===== config.mk =====
export PLATFORM = sky130hd
export DESIGN_NAME = param_mode_counter
export DESIGN_NICKNAME = d
export VERILOG_FILES = /design/src/rtl/param_mode_counter.sv
export SDC_FILE = /design/constraint.sdc
export NUM_CORES = 1
export LEC_CHECK = 0
export CORE_MARGIN = 3
export CORE_UTILIZATION = 46
export DETAILED_ROUTE_END_ITERATION = 10
export GPL_ROUTABILITY_DRIVEN = 0
export PLACE_DENSITY = 0.75
export SETUP_SLACK_MARGIN = 0.1
export SLEW_MARGIN = 30
export SYNTH_ARGS = -nofsm -noshare
export SYNTH_HDL_FRONTEND = slang
export SYNTH_SLANG_ARGS = --single-unit

===== constraint.sdc =====
create_clock -name clk -period 7 [get_ports clk]
set_clock_uncertainty 0.2 [all_clocks]
set_input_delay 1.05 -clock clk [delete_from_list [all_inputs] [get_ports clk]]
set_output_delay 1.05 -clock clk [all_outputs]
set_load 0.02 [all_outputs]

===== src/rtl/param_mode_counter.sv =====
// Parametrised up/down counter with programmable step, load/clear, and
// wrap / saturate / bounce / one-shot boundary handling.
module param_mode_counter #(
  parameter int WIDTH   = 8,
  parameter int MAX_VAL = 2**WIDTH-1,
  parameter int STEP_W  = 4
) (
  input  logic              clk,
  input  logic              rst,
  input  logic              en,
  input  logic              clear,
  input  logic              load,
  input  logic [WIDTH-1:0]  load_val,
  input  logic              dir,
  input  logic [1:0]        mode,
  input  logic [STEP_W-1:0] step,
  output logic [WIDTH-1:0]  count,
  output logic              dir_out,
  output logic              at_max,
  output logic              at_min,
  output logic              bound,
  output logic              done
);

  localparam int AW = WIDTH + 2;
  localparam logic [1:0] MODE_WRAP    = 2'b00;
  localparam logic [1:0] MODE_BOUNCE  = 2'b10;
  localparam logic [1:0] MODE_ONESHOT = 2'b11;

  localparam logic [AW-1:0]    MAX_X = AW'(MAX_VAL);
  localparam logic [AW-1:0]    MOD_X = AW'(MAX_VAL + 1);
  localparam logic [WIDTH-1:0] MAX_W = WIDTH'(MAX_VAL);

  logic [AW-1:0]    cnt_x;
  logic [AW-1:0]    step_x;
  logic [AW-1:0]    sum;
  logic [AW-1:0]    res;
  logic             eff_up;
  logic             over;
  logic             hit;
  logic [WIDTH-1:0] load_clamped;

  // In bounce mode the registered direction drives the arithmetic; otherwise
  // the requested direction is used directly.
  always_comb begin
    cnt_x  = AW'(count);
    step_x = AW'(step);
    eff_up = (mode == MODE_BOUNCE) ? dir_out : dir;
    sum    = cnt_x + step_x;
    over   = 1'b0;
    hit    = 1'b0;
    res    = cnt_x;
    if (eff_up) begin
      over = (sum > MAX_X);
      hit  = (step_x != '0) && (sum >= MAX_X);
      if (over) res = (mode == MODE_WRAP) ? (sum - MOD_X) : MAX_X;
      else      res = sum;
    end else begin
      over = (step_x > cnt_x);
      hit  = (step_x != '0) && (step_x >= cnt_x);
      if (over) res = (mode == MODE_WRAP) ? (cnt_x + MOD_X - step_x) : '0;
      else      res = cnt_x - step_x;
    end
  end

  always_comb begin
    load_clamped = (load_val > MAX_W) ? MAX_W : load_val;
  end

  always_ff @(posedge clk) begin
    if (rst) begin
      count   <= '0;
      dir_out <= 1'b1;
      bound   <= 1'b0;
      done    <= 1'b0;
    end else if (clear) begin
      count   <= '0;
      dir_out <= dir;
      bound   <= 1'b0;
      done    <= 1'b0;
    end else if (load) begin
      count   <= load_clamped;
      dir_out <= dir;
      bound   <= 1'b0;
      done    <= 1'b0;
    end else begin
      bound <= 1'b0;
      if (mode != MODE_ONESHOT) done <= 1'b0;
      if (en) begin
        if (mode != MODE_BOUNCE) dir_out <= dir;
        // A finished one-shot ignores enable until cleared, loaded or remoded.
        if (!done) begin
          count <= res[WIDTH-1:0];
          bound <= hit;
          if (hit && mode == MODE_BOUNCE)  dir_out <= ~dir_out;
          if (hit && mode == MODE_ONESHOT) done    <= 1'b1;
        end
      end
    end
  end

  assign at_max = (count == MAX_W);
  assign at_min = (count == '0);

endmodule


==> impl_metrics.env, run 1 <==
export IMPL_vdd_drop_max_mv=0.0640
export IMPL_post_cts_resize_count=0
export IMPL_critPathRequiredTime_ns=6.98
export IMPL_grtUsageTotal_pct=24.7
export IMPL_cts_sinks=11
export IMPL_ys_top_cells_by_area="dfxtp_1, ha_1, nor2_1, nand2_1, o21ai_0"
export IMPL_grt_max_degree=20
export IMPL_tns_ns=0
export IMPL_core_area_um2=2830
export IMPL_cap_violations=0
export IMPL_nNetsFinal=239
export IMPL_worstPathArrival_ns=3.49
export IMPL_port_buffer_count=32
export IMPL_design_area_um2=1720
export IMPL_yosys_area_top_type="dfxtp_1"
export IMPL_die_area_um2=3740
export IMPL_async_flop_share_pct=0
export IMPL_diodes=0
export IMPL_cts_clk_slew_worst_paths_ns=0.09
export IMPL_synth_fp_nets=210
export IMPL_wl_per_cell_um=17.3
export IMPL_finalHoldViolCount=0
export IMPL_dp_slack_ns=3.22
export IMPL_cpMaxStageDelayCell="clkdlybuf4s50_1"
export IMPL_power_w=0.000219
export IMPL_dpl_hpwl_um=3260
export IMPL_syn_avg_cell_area_um2=7.79
export IMPL_power_density_nw_per_um2=127
export IMPL_netlist_instances=180
export IMPL_synth_seq_cells=11
export IMPL_yosysSeqAreaShare_pct=15.7
export IMPL_mostFrequentLayoutCells="clkdlybuf4s50_1, nor2_1, nand2_1"
export IMPL_htreeDepth=1
export IMPL_cp_slowest_stage_delay_ns=0.46
export IMPL_yosysTopAreaCellShare_pct=15.7
export IMPL_whs_ns=0.333
export IMPL_drtPass1Iterations=5
export IMPL_rsz0062_at_grt="false"
export IMPL_die_y_um=61.2
export IMPL_crit_path_end_kind="flop"
export IMPL_fin_crit_ns=3.50
export IMPL_slew_viol_final=0
export IMPL_fin_ws_ns=3.50
export IMPL_clock_root_buffer="clkbuf_4"
export IMPL_n_fill_cell=269
export IMPL_grt_pass1_wl_um=6820
export IMPL_critical_path_class="in2reg"
export IMPL_synth_edff_count=0
export IMPL_synth_area_um2=1400
export IMPL_avgViaCountPerCell=6.35
export IMPL_max_freq_ghz=0.286
export IMPL_synthFlopType="dfxtp_1"
export IMPL_io_pins=33
export IMPL_cp_cell_sequence="clkdlybuf4s50_1 -> ha_1 -> fa_1 -> nand3b_1 -> a21oi_1 -> a2bb2oi_4 -> and4b_1 -> a31oi_1 -> o21ai_1"
export IMPL_maxSlewHeadroom_pct=61.2
export IMPL_start_kind="input port"
export IMPL_postRouteAntennaNets=0
export IMPL_yosysUniqueCellTypes=58
export IMPL_crit_fanout=5
export IMPL_p_leak_nw=0.670
export IMPL_grt_pass1_vias=1443
export IMPL_placementRows=19
export IMPL_drc=0
export IMPL_clock_latency_ns=0.29
export IMPL_drive_above_1_share_pct=9.13
export IMPL_cts_hold_buffers_added=0
export IMPL_vias=1518
export IMPL_hold_class="reg2reg"
export IMPL_area_delta_synth_final_pct=22.9
export IMPL_dieWidth_um=61.2
export IMPL_outcome="finished clean"
export IMPL_placed_area_um2=1700
export IMPL_worst_pin_slew_ns=0.580
export IMPL_final_period_utilization_pct=50.0
export IMPL_setup_viol=0
export IMPL_cts_setup_buffers=0
export IMPL_antenna_found_initial=0
export IMPL_drt_initial_drc_count=89
export IMPL_wirelength_um=4140
export IMPL_tritoncts="done"
export IMPL_start_util_pct=49.5
export IMPL_mostFrequentLayoutCell="clkdlybuf4s50_1"
export IMPL_overflow=0
export IMPL_cts_buffer_depth=2
export IMPL_ys_warnings_count=0
export IMPL_cts_buffers=3
==> worst max-delay path, delay by kind of cell <==
| kind | cells | cell delay (ns) |
|---|---|---|
| buffers and inverters | 1 | 0.46 |
| and+or+nand+nor | 2 | 0.46 |
| adders and majority gates | 2 | 0.67 |
| AOI/OAI and AO/OA | 4 | 0.85 |
==> where the power goes <==
group          internal, W  switching [W]  total (W)
sequential       0.0000654     0.00000760  0.0000730
combinational    0.0000440      0.0000509  0.0000948
clock            0.0000222      0.0000286  0.0000508
==> stage by stage <==
stage                     instances  utilization (%)
after detailed placement        235             59.9
after global routing            239             60.9
after CTS                       239             60.9
final                           239             60.9
after global placement          235             59.9
after floorplan                 180                -
==> cell families (layout without fill, tap and decap cells) <==
group	count (synthesis)	after routing	share of synthesized area, %
flops	11	11	15.7
fa+ha+maj	10	10	10.0
simple gates	79	79	32.7
buf+inv	19	47	7.59
compound gates	51	51	27.5
mux	2	2	1.52
xor+xnor	8	8	5.00
==> flip-flops by register name, indices dropped and copies added, names as in the netlist <==
signal,flops
bound,1
count,8
dir_out,1
done,1
==> path summary, 6_finish.rpt <==
check / startpoint / end / slack (ns) / cells after the start
max: step[0] / done / 3.50 / 9
min: done / done / 0.33 / 2
max reg2reg: count[0] / done / 4.19 / 9
min reg2reg: done / done / 0.33 / 2
==> cell type report <==
type,count,area [um2],area share [%]
Timing Repair Buffer,32,320,18.6
Inverter,11,41.3,2.40
Multi-Input combinational cell,150,1070,62.4
Clock buffer,4,26.3,1.53
Tap cell,31,38.8,2.25
Sequential cell,11,220,12.8
==> cell usage after synthesis (2+ instances only) <==
library cell	count
a21oi_1	7
a31oi_1	8
and2_1	2
and3_1	5
and4_1	2
buf_6	4
clkbuf_1	2
dfxtp_1	11
fa_1	2
ha_1	8
inv_1	10
nand2_1	17
nand2_2	2
nand2b_1	5
nand3_1	5
nand4_1	2
nand4_2	2
nor2_1	18
nor2b_1	2
nor3_1	5
o211ai_1	2
o21ai_0	12
o311ai_0	3
o311ai_1	2
o31ai_1	2
or3_1	2
xnor2_1	3
xor2_1	5
==> routing by layer <==
| metal | up-vias | routed length (um) | track usage [%] |
|---|---|---|---|
| met3 | 7 | 326 | 3.35 |
| met4 | 0 | 51 | 8.98 |
| met1 | 707 | 1840 | 34.1 |
| li1 | 723 | - | - |
| met5 | - | 0 | 0 |
| met2 | 81 | 1920 | 39.0 |
Power figures use the tool's default switching activity.
==> inputs of run 2 (changes only) <==
clock period = 3.4 ns   (was 7 ns; I/O delays follow)
==> impl_metrics.env, run 2 (synthesis results as in run 1) <==
export IMPL_die_y_um=61.2
export IMPL_cp_top_family="compound AO/OA/AOI/OAI gates"
export IMPL_critPathRequiredTime_ns=3.37
export IMPL_diodes=0
export IMPL_cts_setup_buffers=0
export IMPL_cap_violations=0
export IMPL_htreeDepth=1
export IMPL_clock_latency_ns=0.28
export IMPL_mostFrequentLayoutCell="clkdlybuf4s50_1"
export IMPL_max_freq_ghz=0.329
export IMPL_dieWidth_um=61.2
export IMPL_crit_path_end_kind="flop"
export IMPL_vias=1508
export IMPL_die_area_um2=3740
export IMPL_maxSlewHeadroom_pct=62.4
export IMPL_vdd_drop_max_mv=0.133
export IMPL_worst_pin_slew_ns=0.563
export IMPL_core_area_um2=2830
export IMPL_fin_ws_ns=0.362
export IMPL_cp_slowest_stage_delay_ns=0.47
export IMPL_tritoncts="done"
export IMPL_power_w=0.000447
export IMPL_outcome="finished clean"
export IMPL_p_switching_w=0.000176
export IMPL_final_period_utilization_pct=89.3
export IMPL_tns_ns=0
export IMPL_p_int_w=0.000272
export IMPL_placementRows=19
export IMPL_dp_cells=236
export IMPL_overflow=0
export IMPL_cpMaxStageDelayCell="clkdlybuf4s50_1"
export IMPL_power_frac_clock_pct=22.2
export IMPL_final_cells=240
export IMPL_largest_register="count"
export IMPL_largest_reg_flops=8
export IMPL_postRouteAntennaNets=0
export IMPL_critical_path_class="in2reg"
export IMPL_cts_clk_slew_worst_paths_ns=0.08
export IMPL_io_pins=33
export IMPL_worstPathArrival_ns=3.01
export IMPL_drt_initial_drc_count=143
export IMPL_clock_root_buffer="clkbuf_4"
export IMPL_drc=0
export IMPL_mostFrequentLayoutCells="clkdlybuf4s50_1, nor2_1, nand2_1"
export IMPL_grt_max_degree=20
export IMPL_start_util_pct=49.5
export IMPL_hold_class="reg2reg"
export IMPL_cts_buffer_depth=2
export IMPL_crit_fanout=5
export IMPL_start_kind="input port"
export IMPL_wl_per_cell_um=17.5
export IMPL_dp_slack_ns=0.147
export IMPL_cts_buffers=3
export IMPL_p_leak_nw=0.675
export IMPL_port_buffer_count=32
export IMPL_post_cts_resize_count=0
export IMPL_nNetsFinal=240
export IMPL_p_seq_share_pct=33.7
export IMPL_grt_pass1_wl_um=6790
export IMPL_drive_above_1_share_pct=9.57
export IMPL_setup_viol=0
export IMPL_antenna_found_initial=0
export IMPL_n_fill_cell=262
export IMPL_slew_viol_final=0
export IMPL_fin_crit_ns=3.04
export IMPL_sw_frac_of_total_pct=39.3
export IMPL_area_delta_synth_final_pct=23.4
export IMPL_cp_cell_sequence="clkdlybuf4s50_1 -> ha_1 -> fa_1 -> nand3b_1 -> a21oi_1 -> a2bb2oi_4 -> and4b_1 -> a31oi_1 -> o21ai_1"
export IMPL_cts_sinks=11
export IMPL_drtPass1Iterations=4
export IMPL_avgViaCountPerCell=6.28
export IMPL_wirelength_um=4200
export IMPL_grtUsageTotal_pct=24.4
export IMPL_p_comb_share_pct=44.1
export IMPL_finalHoldViolCount=0
export IMPL_power_density_nw_per_um2=259
export IMPL_rsz0062_at_grt="false"
export IMPL_dpl_hpwl_um=3320
export IMPL_critPathBufInv=1
export IMPL_grt_pass1_vias=1477
export IMPL_cts_hold_buffers_added=0
## run 2: through the flow
step,hold WS [ns],utilization (%),area (um2)
after floorplan,0.359,-,1400
after global placement,0.303,60.2,1700
after detailed placement,0.319,60.2,1700
after CTS,0.334,61.1,1730
after global routing,0.381,61.1,1730
final,0.337,61.1,1730
## run 2: power by group through the flow
| stage | logic [W] | clock network, W | registers, W |
|---|---|---|---|
| 2_1_floorplan | 0.000129 | 0 | 0.000151 |
| 3_3_place_gp | 0.000189 | 0 | 0.000152 |
| 3_5_place_dp | 0.000194 | 0 | 0.000153 |
| 4_1_cts | 0.000195 | 0.000101 | 0.000150 |
| 5_1_grt | 0.000216 | 0.000108 | 0.000151 |
| 6_report | 0.000197 | 0.0000995 | 0.000151 |
## run 2: metal layers
metal | wire, um | up-vias | track usage [%]
li1 | - | 724 | -
met1 | 1880 | 691 | 33.0
met2 | 1930 | 80 | 38.7
met3 | 308 | 13 | 3.77
met4 | 87 | 0 | 9.91
met5 | 0 | - | 0
## run 2: worst paths after layout
kind	end	startpoint	cells past startpoint	slack, ns
hold reg to reg	done	done	2	0.34
hold / removal	done	done	2	0.34
setup reg to reg	done	count[0]	9	0.52
setup / recovery	done	step[0]	9	0.36
## run 2: final cells by class
class	instances	area [um2]	area share [%]
Clock buffer	4	26.3	1.52
Inverter	11	41.3	2.39
Sequential cell	11	220	12.7
Timing Repair Buffer	33	328	19.0
Multi-Input combinational cell	150	1070	62.2
Tap cell	31	38.8	2.24
## run 2: worst reg2reg max path, stage by stage (launching register included)
cell	delay, ns
dfxtp_1	0.49
inv_1	0.10
ha_1	0.22
fa_1	0.42
nand3b_1	0.24
a21oi_1	0.27
a2bb2oi_4	0.26
and4b_1	0.24
a31oi_1	0.22
o21ai_1	0.10
